[src/rtl/filter_pkg.sv]
// Shared types for the filter sequencer: FSM states and the Gray-coded A/B
// control codes driven onto the filter during a sweep.
package filter_pkg;

    typedef enum logic [2:0] {
        IDLE   = 3'd0,
        PH0    = 3'd1,
        PH1    = 3'd2,
        PH2    = 3'd3,
        PH3    = 3'd4,
        SETTLE = 3'd5,
        CHECK  = 3'd6
    } state_t;

    localparam logic [1:0] AB_OFF = 2'b00;
    localparam logic [1:0] AB_PH0 = 2'b00;
    localparam logic [1:0] AB_PH1 = 2'b01;
    localparam logic [1:0] AB_PH2 = 2'b11;
    localparam logic [1:0] AB_PH3 = 2'b10;

    function automatic logic is_phase(input state_t s);
        return (s == PH0) || (s == PH1) || (s == PH2) || (s == PH3);
    endfunction

    // SETTLE keeps the PH3 code so the filter sees no control edge before sampling
    function automatic logic [1:0] ab_code(input state_t s);
        logic [1:0] c;
        c = AB_OFF;
        case (s)
            PH0:     c = AB_PH0;
            PH1:     c = AB_PH1;
            PH2:     c = AB_PH2;
            PH3:     c = AB_PH3;
            SETTLE:  c = AB_PH3;
            default: c = AB_OFF;
        endcase
        return c;
    endfunction

endpackage

[src/rtl/phase_timer.sv]
// Loadable down-counter; expire is high during the last cycle of a phase that
// was loaded PHASE_LEN cycles earlier.
module phase_timer #(
    parameter int PHASE_LEN = 4,
    parameter int W         = 8
) (
    input  logic clk,
    input  logic rst,
    input  logic load,
    output logic expire
);

    logic [W-1:0] cnt;

    always_ff @(posedge clk) begin
        if (rst)
            cnt <= '0;
        else if (load)
            cnt <= W'(PHASE_LEN);
        else if (cnt != '0)
            cnt <= cnt - W'(1);
    end

    assign expire = (cnt == W'(1));

endmodule

[src/rtl/filter_sequencer.sv]
// Sweeps a filter's A/B controls through a Gray-coded sequence, counts X-low
// cycles while the controls are active, then samples the filter result.
module filter_sequencer
    import filter_pkg::*;
#(
    parameter int PHASE_LEN = 4,
    parameter int CNT_W     = 8
) (
    input  logic             Clk,
    input  logic             Rst,
    input  logic             Start,
    input  logic             Abort,
    input  logic             X,
    input  logic             FilterOut,
    output logic             A,
    output logic             B,
    output logic             Busy,
    output logic             Done,
    output logic             Pass,
    output logic [CNT_W-1:0] ErrCount
);

    state_t state, state_n;
    logic   expire;
    logic   load;
    logic   err_inc;

    phase_timer #(
        .PHASE_LEN (PHASE_LEN),
        .W         (8)
    ) u_timer (
        .clk    (Clk),
        .rst    (Rst),
        .load   (load),
        .expire (expire)
    );

    always_comb begin
        state_n = state;
        case (state)
            IDLE:    if (Start)       state_n = PH0;
            PH0:     if (Abort)       state_n = IDLE;
                     else if (expire) state_n = PH1;
            PH1:     if (Abort)       state_n = IDLE;
                     else if (expire) state_n = PH2;
            PH2:     if (Abort)       state_n = IDLE;
                     else if (expire) state_n = PH3;
            PH3:     if (Abort)       state_n = IDLE;
                     else if (expire) state_n = SETTLE;
            SETTLE:  state_n = Abort ? IDLE : CHECK;
            CHECK:   state_n = IDLE;
            default: state_n = IDLE;
        endcase
    end

    // Reload on every phase entry so each PHx is timed independently
    assign load    = is_phase(state_n) && (state_n != state);
    // An aborting cycle does not count: the count freezes at its pre-abort value
    assign err_inc = is_phase(state) && !Abort && !X && (ErrCount != '1);

    // Outputs are registered from the next state so they line up with it
    always_ff @(posedge Clk) begin
        if (Rst) begin
            state    <= IDLE;
            A        <= 1'b0;
            B        <= 1'b0;
            Busy     <= 1'b0;
            Done     <= 1'b0;
            Pass     <= 1'b0;
            ErrCount <= '0;
        end else begin
            state    <= state_n;
            {A, B}   <= ab_code(state_n);
            Busy     <= is_phase(state_n) || (state_n == SETTLE);
            Done     <= (state_n == CHECK);
            if (state == SETTLE && state_n == CHECK)
                Pass <= FilterOut;
            if (state == IDLE && Start)
                ErrCount <= '0;
            else if (err_inc)
                ErrCount <= ErrCount + CNT_W'(1);
        end
    end

endmodule

[config.mk]
export PLATFORM = sky130hd
export DESIGN_NAME = filter_sequencer
export DESIGN_NICKNAME = d
export VERILOG_FILES = /design/src/rtl/filter_pkg.sv /design/src/rtl/phase_timer.sv /design/src/rtl/filter_sequencer.sv
export SDC_FILE = /design/constraint.sdc
export NUM_CORES = 1
export LEC_CHECK = 0
export ABC_AREA = 1
export CAP_MARGIN = 40
export CORE_AREA = 2 2 55 57
export CTS_CLUSTER_SIZE = 8
export DETAILED_ROUTE_END_ITERATION = 16
export DIE_AREA = 0 0 57 59
export MAX_ROUTING_LAYER = met4
export PLACE_DENSITY_LB_ADDON = 0.05
export SYNTH_ARGS = -nofsm -noshare
export SYNTH_HDL_FRONTEND = slang
export SYNTH_SLANG_ARGS = --single-unit
[constraint.sdc]
create_clock -name Clk -period 1.73 [get_ports Clk]
set_input_delay 0.346 -clock Clk [delete_from_list [all_inputs] [get_ports Clk]]
set_output_delay 0.346 -clock Clk [all_outputs]
set_load 0.02 [all_outputs]
Word-level counts from Yosys, hierarchy flattened
Index checks and enable logic that the tools add are counted.

Register bits after elaboration: 24. Input port bits: 6. Output and inout port bits: 13. Logic and storage cells: 60.

$add $sub $neg: 2. Eq/ne operators: 14. Multiplexer cells: 14. Reductions and logical operators: 21.

Operators with widths (count): $mux W3 (12); $pmux W3 S6 (1); $eq A3 B3 Y1 const B (5); $eq A3 B2 Y1 const B (4); $add A8 B1 Y8 const B (1); $eq A8 B1 Y1 const B (1); $ne A8 B8 Y1 const B (1); $reduce_bool A8 Y1 (1); $sub A8 B1 Y8 const B (1); $logic_or A1 B1 Y1 (7); $eq A3 B1 Y1 const B (2); $logic_and A1 B1 Y1 (6); $pmux W2 S3 (1); $reduce_or A2 Y1 (3); $logic_not A3 Y1 (1); $ne A3 B3 Y1 (1); $logic_not A1 Y1 (2); $reduce_bool A2 Y1 (1).

Depth between registers and ports, before layout
Gate-level depths: netlist of run 1.

Depth after elaboration: 10. Mapped depth: 14. Depth with buffers taken out: 14.

Modules after synthesis
From an unflattened synthesis of run 1, not the netlist that was laid out.

Cell total of the unflattened synthesis: 222. Area, all modules: 1476.4 µm².

By module, submodules not included: filter_sequencer (instances 1, cells each 151, area each 991.0 µm², seq. area each 320.3 µm²); phase_timer (instances 1, cells each 71, area each 485.5 µm², seq. area each 160.2 µm²).

Worst setup path after synthesis of run 1
No wires, ideal clock.

Path kind: register -> register. Start point: reg u_timer.cnt[1]. End point: reg u_timer.cnt[1]. Library setup time: 0.117 ns. Arrival time: 1.475 ns. Data required time: 1.613 ns. Path slack: 0.138 ns. Stages on the path, launching flop included: 13. Buffers on the path: 0. Period minus slack after synthesis: 1.592 ns. Path through: dfxtp_1 inv_1 ha_1 nand2_4 nor2_4 nor2_1 nor2_4 a21oi_2 nand3_1 nand2_2 nand2_4 nand2_8 nor2_2.

Longest elaborated chain between the ends: 10. Elaborated cells between the ends (all ways): 22. Classes of those cells: add/sub (1); eq/ne (6); mux (9); reduce/logical (6).

RTL lines: start: declaration (line phase_timer.sv:13) `logic [W-1:0] cnt;`; start signal: assignment (line phase_timer.sv:19) `cnt <= W'(PHASE_LEN);`; start signal: assignment (line phase_timer.sv:21) `cnt <= cnt - W'(1);`; $eq A8 B1 Y1 (line phase_timer.sv:24) `assign expire = (cnt == W'(1));`; $mux W3 (on tied branches) (2 in series); $pmux W3 S6 (line filter_sequencer.sv:40) `case (state)`; $eq A3 B1 Y1 / $eq A3 B2 Y1 (equally long branches) (line filter_pkg.sv:22) `return (s == PH0) || (s == PH1) || (s == PH2) || (s == PH3);`; $logic_or A1 B1 Y1 (3 in series) (line filter_pkg.sv:22); $logic_and A1 B1 Y1 (line filter_sequencer.sv:57) `assign load = is_phase(state_n) && (state_n != state);`; $reduce_or A2 Y1 (no source line).

Parallel ways exist; a longest one is shown, timed or not. A chain may end at the register's enable or synchronous reset.

Worst setup path after layout of run 1
Start point: reg ErrCount[5]. End point: out ErrCount[5].

RTL lines: start: declaration (line filter_sequencer.sv:20) `output logic [CNT_W-1:0] ErrCount`; start signal: assignment (line filter_sequencer.sv:81) `ErrCount <= ErrCount + CNT_W'(1);`.

No word-level cell between the ends.

==> out/results.env, run 1 <==
VIASPERCELL=4.92
DRT_FIRST_ITER_VIOLATIONS=34
CTS_HOLD_REPAIR.BUFFERS=0
FP.DIEH_MICRONS=59
FF2FF_SETUP_SLACK_PS=110
GLOBAL_ROUTE.USAGE.TOTAL_PCT=17.3
POST-ROUTE-DRC-COUNT=0
CRIT_PATH_END_KIND='primary output'
FINCLKSKEW_PS=12.0
MAXSLEWHEADROOM_PCT=83.9
PLACE_WS_PS=-75.6
GP_CONGESTION=0.881
GRT_FIRST_PASS_WIRELENGTH_MICRONS=4570
ANTENNA_LEFT=0
STATUS='complete, no violations'
SYNTHESIS.AREA_SQ_UM=1330
MIN_PERIOD_PS=1660
SLOWEST_STAGE='clkdlybuf4s50_1'
HOLD-WORST-SLACK_PS=465
DPL-INSTANCE-AREA_SQ_UM=1630
CPPEAKSTAGEDELAY_PS=620
NUM_ANTENNA_CELLS=0
MAX_SLEW.WORST_PIN.SLEW_PS=240
GRT_ANTENNA_BEFORE_REPAIR=0
SETUP_VIOLATIONS=0
YS_DOMINANT_REG_CELL='dfxtp_1'
LAYOUT.CELL_AREA.NON_FILLER_SQ_UM=1720
SYNTH-SEQ-CELLS=24
WORST-SETUP-PATH-TYPE='reg2out'
WORST_SETUP_SLACK_FINAL_PS=70.9
PLACE.DETAILED.HPWL_MICRONS=2220
WORST_HOLD_PATH_STARTPOINT='Pass'
POWER_FRAC_COMB_PCT=51.3
LAYOUT-DRIVE-GT1-SHARE_PCT=24.2
SYNTH_SEQUENTIAL_AREA_RATIO_PCT=36.1
TIMING.RR.START='u_timer.cnt[1]'
FINALCRITPERIODSHARE_PCT=95.9
SYNTHCELLS=189
VIAS=1250
GRT_PASS1_VIAS=1134
STATIC-LEAKAGE-POWER_nW=0.727
CRITICAL_PATH.CELL_CHAIN='clkdlybuf4s50_1'
FINAL_ROUTED_WIRELENGTH_MICRONS=2730
HOLD_VIOL=0
STD_CELL_ROWS=19
CTS_INSERTED_BUFFERS=3
SYNTH_LARGEST_AREA_CELL='dfxtp_1'
SYNTH_WARNINGS=0
CRITPATHLAUNCH='ErrCount[5]'
SWITCHING_SHARE_PCT=42.0
ASYNCSETRESETFLOPFRACSYNTH_PCT=0
CRITICAL_PATH_PEAK_FANOUT=3
MAX_FREQ_MHz=603
CTS_MAX_PATH_BUFFERS=2
SYNTH-EDFF-COUNT=0
SYNTH.NET_COUNT=198
STARTPOINT_TYPE='register'
SYN_AVG_CELL_AREA_SQ_UM=7.04
WIDTH_OF_THE_DIE_MICRONS=57
HP-CLASS='reg2reg'
POST_SYNTH_NUM_CELL_TYPES=28
SYNTH_TOP_AREA_SHARE_PCT=36.1
CP_NUM_BUF_INV=1
LAYOUT.NETS=233
SLEW_VIOL_FINAL=0
CLOCK_TREE_FROM_TRITONCTS='built'
GRT_START_MAX_NET_PINS=14
WORST-ENDPOINT-REQUIRED_PS=1380
WL_PER_CELL_MICRONS=10.7
CTS.SINK_COUNT=24
VDD_IR_DROP_MAX_mV=1.32
WORST_EP_ARRIVAL_TIME_PS=1310
DRTPASS1ITERATIONS=4
YS_TOP_CELLS_BY_AREA='dfxtp_1, nand2_1, inv_1'
HOLDPATHSTAGES=2
SWITCHINGPOWER_W=0.000909
PORT-BUFFER-COUNT=18
FINAL_SETUP_TNS_PS=0
CAP_VIOL_MAX_COUNT=0
GRT_REMAINING_OVERFLOW=0
HTREE_LEVELS=1
WORSTSKEWPAIRLATENCY_PS=310
TIMING.CRITICAL_PATH.DEPTH=1
START_UTIL_PCT=49.1
PATH_DELAY_FAMILY='buffers and inverters'
RATIO_OF_TOTAL_POWER_TO_CELL_AREA_nW_PER_UM2=1260
AREAGROWTHSYNTHTOFINISH_PCT=29.4
WORST_SETUP_HOLD_PATH_CLK_SLEW_PS=130
PLACE_INST=248
FINISH.CELL_COUNT_WITHOUT_FILLERS=254
CTS-ROOT-BUF='clkbuf_4'
PIN_COUNT=19
POWER.INTERNAL_W=0.00125
WORSTREGTOREGCELLS=12
POWER_FRAC_CLOCK_PCT=13.4
DESIGN.DIE.AREA_SQ_UM=3360
CORE_REGION_AREA_SQ_UM=2710
PWR-SHARE-SEQ_PCT=35.3
[power by group through the flow]
stage                     registers, W  clock network, W  logic, W
after detailed placement      0.000739                 0   0.00103
after global routing          0.000777          0.000322   0.00125
after CTS                     0.000728          0.000299   0.00104
after global placement        0.000736                 0   0.00100
final                         0.000764          0.000289   0.00111
after floorplan               0.000732                 0  0.000802
[metrics by stage]
step,power [W],utilization (%)
after floorplan,0.00153,-
after global placement,0.00174,60.1
after detailed placement,0.00177,60.1
after CTS,0.00207,61.4
after global routing,0.00235,63.6
final,0.00216,63.6
[area by class of cell]
cell class              instances  area [sq um]
flip-flops and latches         24           493
fillers                       254           987
inverters                      30           113
clock buffers                   4          36.3
repair buffers                 31           280
well taps                      31          38.8
multi-input cells             134           762
[layout by cell type (no fill, tap or decap)]
cell              n
ha_1              2
o21ai_1           2
nor2_1           18
nand3_2           1
dfxtp_2           4
clkdlybuf4s50_1  17
inv_2             2
nor2_2            8
nor2_4            4
dlymetal6s2s_1    1
xor2_1            4
nor3_2            1
ha_4              1
inv_1            28
a21oi_2           2
nand2_8           1
o31ai_1           1
or2_1             1
nand2_1          37
nand3_1           9
dfxtp_4           2
nand2_2           6
a21oi_1          13
o21ai_2           1
buf_4            13
clkbuf_4          3
xnor2_1           1
a31oi_1           1
and3_2            1
clkbuf_8          1
nand4_1           1
dfxtp_1          18
nor3_1            8
o21ai_0           7
nand2_4           3
[metal layers]
metal  vias up  GRT usage [%]  wire length [microns]
li1        664              -                      -
met1       557           22.8                   1320
met2        25           28.1                   1290
met3         4           1.97                     89
met4         0           5.65                     28
met5         -              -                      0
[worst paths after layout]
check / to
worst min register to register: Pass
worst min-delay path: Pass
worst max register to register: u_timer.cnt[0]
worst max-delay path: ErrCount[5]
[sequential cells by signal, summed over array words and instances (netlist names)]
register     flops
Done             1
ErrCount         8
A                1
state            3
Busy             1
B                1
u_timer.cnt      8
Pass             1
[Yosys cell counts, types with 3 or more instances]
library cell   n
ha_1           3
nor2_4         3
nand2_2        6
inv_1         29
nor2_1        19
nand2_1       38
xor2_1         4
nand3_1        9
o21ai_0        7
nor3_1         8
a21oi_1       13
nor2_2         8
dfxtp_1       24
[cells by family after synthesis]
group | count (synthesis) | synth area share (%)
AND/OR/NAND/NOR | 99 | 37.8
buffers and inverters | 31 | 8.74
AO/OA/AOI/OAI | 27 | 11.3
flip-flops | 24 | 36.1
XOR/XNOR | 5 | 3.29
adder cells (fa/ha/maj) | 3 | 2.82
[worst register-to-register path, stage by stage (launching register included)]
cell	delay, ps
dfxtp_2	360
inv_2	70
ha_4	130
nand2_4	60
o21ai_2	160
nand2_1	120
nand2_2	120
a21oi_1	80
nor2_1	130
nand2_2	80
nand2_4	90
nand2_8	80
nor2_2	90
[what timing repair did]
action | in CTS | in global routing
endpoints found under the setup margin | 0 | 11
buffers inserted | 0 | 2
gates resized for setup | 0 | 16
Power figures use the tool's default switching activity.
==> inputs of run 2 (changes only) <==
--- a/config.mk
+++ b/config.mk
@@ -7,12 +7,12 @@
 export LEC_CHECK = 0
 export ABC_AREA = 1
 export CAP_MARGIN = 40
-export CORE_AREA = 2 2 55 57
+export CORE_AREA = 2 2 40 78
 export CTS_CLUSTER_SIZE = 8
 export DETAILED_ROUTE_END_ITERATION = 16
-export DIE_AREA = 0 0 57 59
+export DIE_AREA = 0 0 42 80
 export MAX_ROUTING_LAYER = met4
-export PLACE_DENSITY_LB_ADDON = 0.05
+export PLACE_DENSITY_LB_ADDON = 0.2
 export SYNTH_ARGS = -nofsm -noshare
 export SYNTH_HDL_FRONTEND = slang
 export SYNTH_SLANG_ARGS = --single-unit
==> out/results.env, run 2 (synthesized netlist as in run 1, its figures left out) <==
NUM_ANTENNA_CELLS=0
MAX_FREQ_MHz=604
WORSTREGTOREGCELLS=10
STD_CELL_ROWS=27
POWER_FRAC_COMB_PCT=47.4
GRT_REMAINING_OVERFLOW=0
ANTENNA_LEFT=0
PATH_DELAY_FAMILY='simple AND/OR/NAND/NOR gates'
WORST-SETUP-PATH-TYPE='reg2reg'
WIDTH_OF_THE_DIE_MICRONS=42
WORST_SETUP_SLACK_FINAL_PS=74.5
MAX_SLEW.WORST_PIN.SLEW_PS=367
CORE_REGION_AREA_SQ_UM=2740
CTS_HOLD_REPAIR.BUFFERS=0
WORSTSKEWPAIRLATENCY_PS=270
MULTI_INPUT_GATE_AREA_IN_THE_FINAL_LAYOUT_SQ_UM=807
CP_NUM_BUF_INV=1
SWITCHING_SHARE_PCT=41.0
LAYOUT.NETS=230
SEQUENTIAL_CELL_AREA_SQ_UM=485
CTS_MAX_PATH_BUFFERS=2
MAXSLEWHEADROOM_PCT=75.3
LEADING_CELL_TYPES_IN_THE_LAYOUT_FILL_AND_TAPS_EXCLUDED='nand2_1, inv_1, dfxtp_1, clkdlybuf4s50_1, nor2_1'
LAYOUT-DRIVE-GT1-SHARE_PCT=25.5
PIN_COUNT=19
PLACE_WS_PS=-101
FINCLKSKEW_PS=2.74
GLOBAL_ROUTE.PEAK_USAGE_LAYER='met2'
DRTPASS1ITERATIONS=4
CTS_INSERTED_BUFFERS=3
FINAL_ROUTED_WIRELENGTH_MICRONS=3270
MIN_PERIOD_PS=1660
PLACE_INST=244
FINALCRITPERIODSHARE_PCT=95.7
PLACE.DETAILED.HPWL_MICRONS=2590
FP.DIEH_MICRONS=80
FINAL.FILL_COUNT=244
HP-CLASS='reg2reg'
SLEW_VIOL_FINAL=0
SLOWEST_STAGE='dfxtp_1'
WORST_EP_ARRIVAL_TIME_PS=1870
VIAS=1319
GROUTE.LAYER.MET3.USAGE_PCT=2.04
VIASPERCELL=5.30
HTREE_LEVELS=1
CLOCK_TREE_FROM_TRITONCTS='built'
CRIT_PATH_END_KIND='register'
DESIGN.DIE.AREA_SQ_UM=3360
LARGEST_REGISTERS_IN_THE_FINAL_LAYOUT='ErrCount: 8 flops, u_timer.cnt: 8 flops, state: 3 flops'
CTS.SINK_COUNT=24
DRT_FIRST_ITER_VIOLATIONS=36
PWR-SHARE-SEQ_PCT=31.6
WL_PER_CELL_MICRONS=13.1
TIMING.CRITICAL_PATH.DEPTH=10
FINAL_COMMON_CELL='nand2_1'
POWER.INTERNAL_W=0.00142
GRT.MET1_USAGE_PCT=16.0
START_UTIL_PCT=48.7
GLOBAL_ROUTE.USAGE.TOTAL_PCT=21.1
UNREPAIRED_SETUP_ENDPOINTS_AFTER_GLOBAL_ROUTING='yes'
WORST-ENDPOINT-REQUIRED_PS=1940
PORT-BUFFER-COUNT=18
RATIO_OF_TOTAL_POWER_TO_CELL_AREA_nW_PER_UM2=1360
CTS-ROOT-BUF='clkbuf_8'
AREAGROWTHSYNTHTOFINISH_PCT=32.8
GRT_PASS1_VIAS=1300
POST-ROUTE-DRC-COUNT=0
GRT_FIRST_PASS_WIRELENGTH_MICRONS=5240
FINISH.CELL_COUNT_WITHOUT_FILLERS=249
HOLD_VIOL=0
CRITICAL_PATH.CELL_CHAIN='inv_1 -> nor2_1 -> nand2_2 -> nand2_4 -> a21oi_1 -> nor2_2 -> nand2_2 -> nand2_4 -> nand2_8 -> nor2_2'
GP_CONGESTION=0.971
VDD_IR_DROP_MAX_mV=1.47
CAP_VIOL_MAX_COUNT=0
CRITICAL_PATH_PEAK_FANOUT=7
POWER_FRAC_CLOCK_PCT=21.0
STARTPOINT_TYPE='register'
STATUS='complete, no violations'
GRT_ANTENNA_BEFORE_REPAIR=0
GRT_UTIL_MET2_PCT=44.4
SWITCHINGPOWER_W=0.000985
WORST_SETUP_HOLD_PATH_CLK_SLEW_PS=90
HOLDPATHSTAGES=2
SETUP_VIOLATIONS=0
GRT_START_MAX_NET_PINS=15
CPPEAKSTAGEDELAY_PS=470
STATIC-LEAKAGE-POWER_nW=0.714
==> run 2: cell types whose count changed in the layout (fill, tap and decap cells not counted), sizes merged <==
| cell | change |
|---|---|
| buf | -3 |
| bufinv | +1 |
| clkbuf | -1 |
| clkdlybuf4s50 | +1 |
| dlymetal6s2s | -1 |
==> run 2: power by group through the flow <==
stage	clock network (W)	logic (W)	registers [W]
global placement	0	0.00102	0.000735
detailed placement	0	0.00103	0.000742
CTS	0.000509	0.00105	0.000729
floorplan	0	0.000802	0.000732
global route	0.000529	0.00126	0.000770
finish	0.000505	0.00114	0.000759
==> run 2: path summary, 6_finish.rpt <==
kind | from | end | slack, ps
setup reg to reg | state[0] | u_timer.cnt[4] | 70
hold reg to reg | Pass | Pass | 470
hold / removal | Pass | Pass | 470
setup / recovery | state[0] | u_timer.cnt[4] | 70
==> run 2: repair_timing <==
action,in CTS,in global routing
setup endpoints to repair,7,10
setup buffers,0,1
cloned,0,0
hold endpoints to repair,0,0
resized for setup,1,21
pin swaps,0,7
==> run 2: per-layer routing <==
| metal | vias to the layer above | wire length, microns |
|---|---|---|
| met5 | - | 0 |
| met4 | 0 | 119 |
| met3 | 11 | 69 |
| met2 | 27 | 2030 |
| met1 | 624 | 1050 |
| li1 | 657 | - |
==> run 2: per-stage QoR <==
step | TNS (ps) | total power, W | area [sq um] | hold WS [ps] | util [%]
floorplan | 0 | 0.00153 | 1330 | 519 | -
global placement | -588 | 0.00175 | 1610 | 436 | 58.9
detailed placement | -746 | 0.00177 | 1610 | 464 | 58.9
CTS | 0 | 0.00229 | 1690 | 478 | 61.6
global route | -256 | 0.00255 | 1770 | 506 | 64.6
finish | 0 | 0.00240 | 1770 | 471 | 64.6
==> run 2: worst register-to-register path, cell delays in order, from the launching register on <==
cell and delay [ps]:
dfxtp_1 470, inv_1 140, nor2_1 200, nand2_2 120, nand2_4 90, a21oi_1 70, nor2_2 150, nand2_2 80
nand2_4 110, nand2_8 80, nor2_2 80
==> run 2: final cells by class <==
| cell class | instances | area share (%) |
|---|---|---|
| tap | 29 | 2.05 |
| clock inverter | 1 | 1.70 |
| clock buffer | 3 | 2.34 |
| multi-input combinational | 134 | 45.6 |
| sequential | 24 | 27.5 |
| inverter | 30 | 6.37 |
| timing repair buffer | 28 | 14.4 |
==> inputs of run 3 (changes only) <==
==> constraint.sdc (replaced) <==
create_clock -name Clk -period 1.73 [get_ports Clk]
set_input_delay 0.346 -clock Clk [delete_from_list [all_inputs] [get_ports Clk]]
set_output_delay 0.346 -clock Clk [all_outputs]
set_load 0.01 [all_outputs]
==> results of run 3 <==
Same layout as run 2 (identical final DEF). Status: complete, no violations.
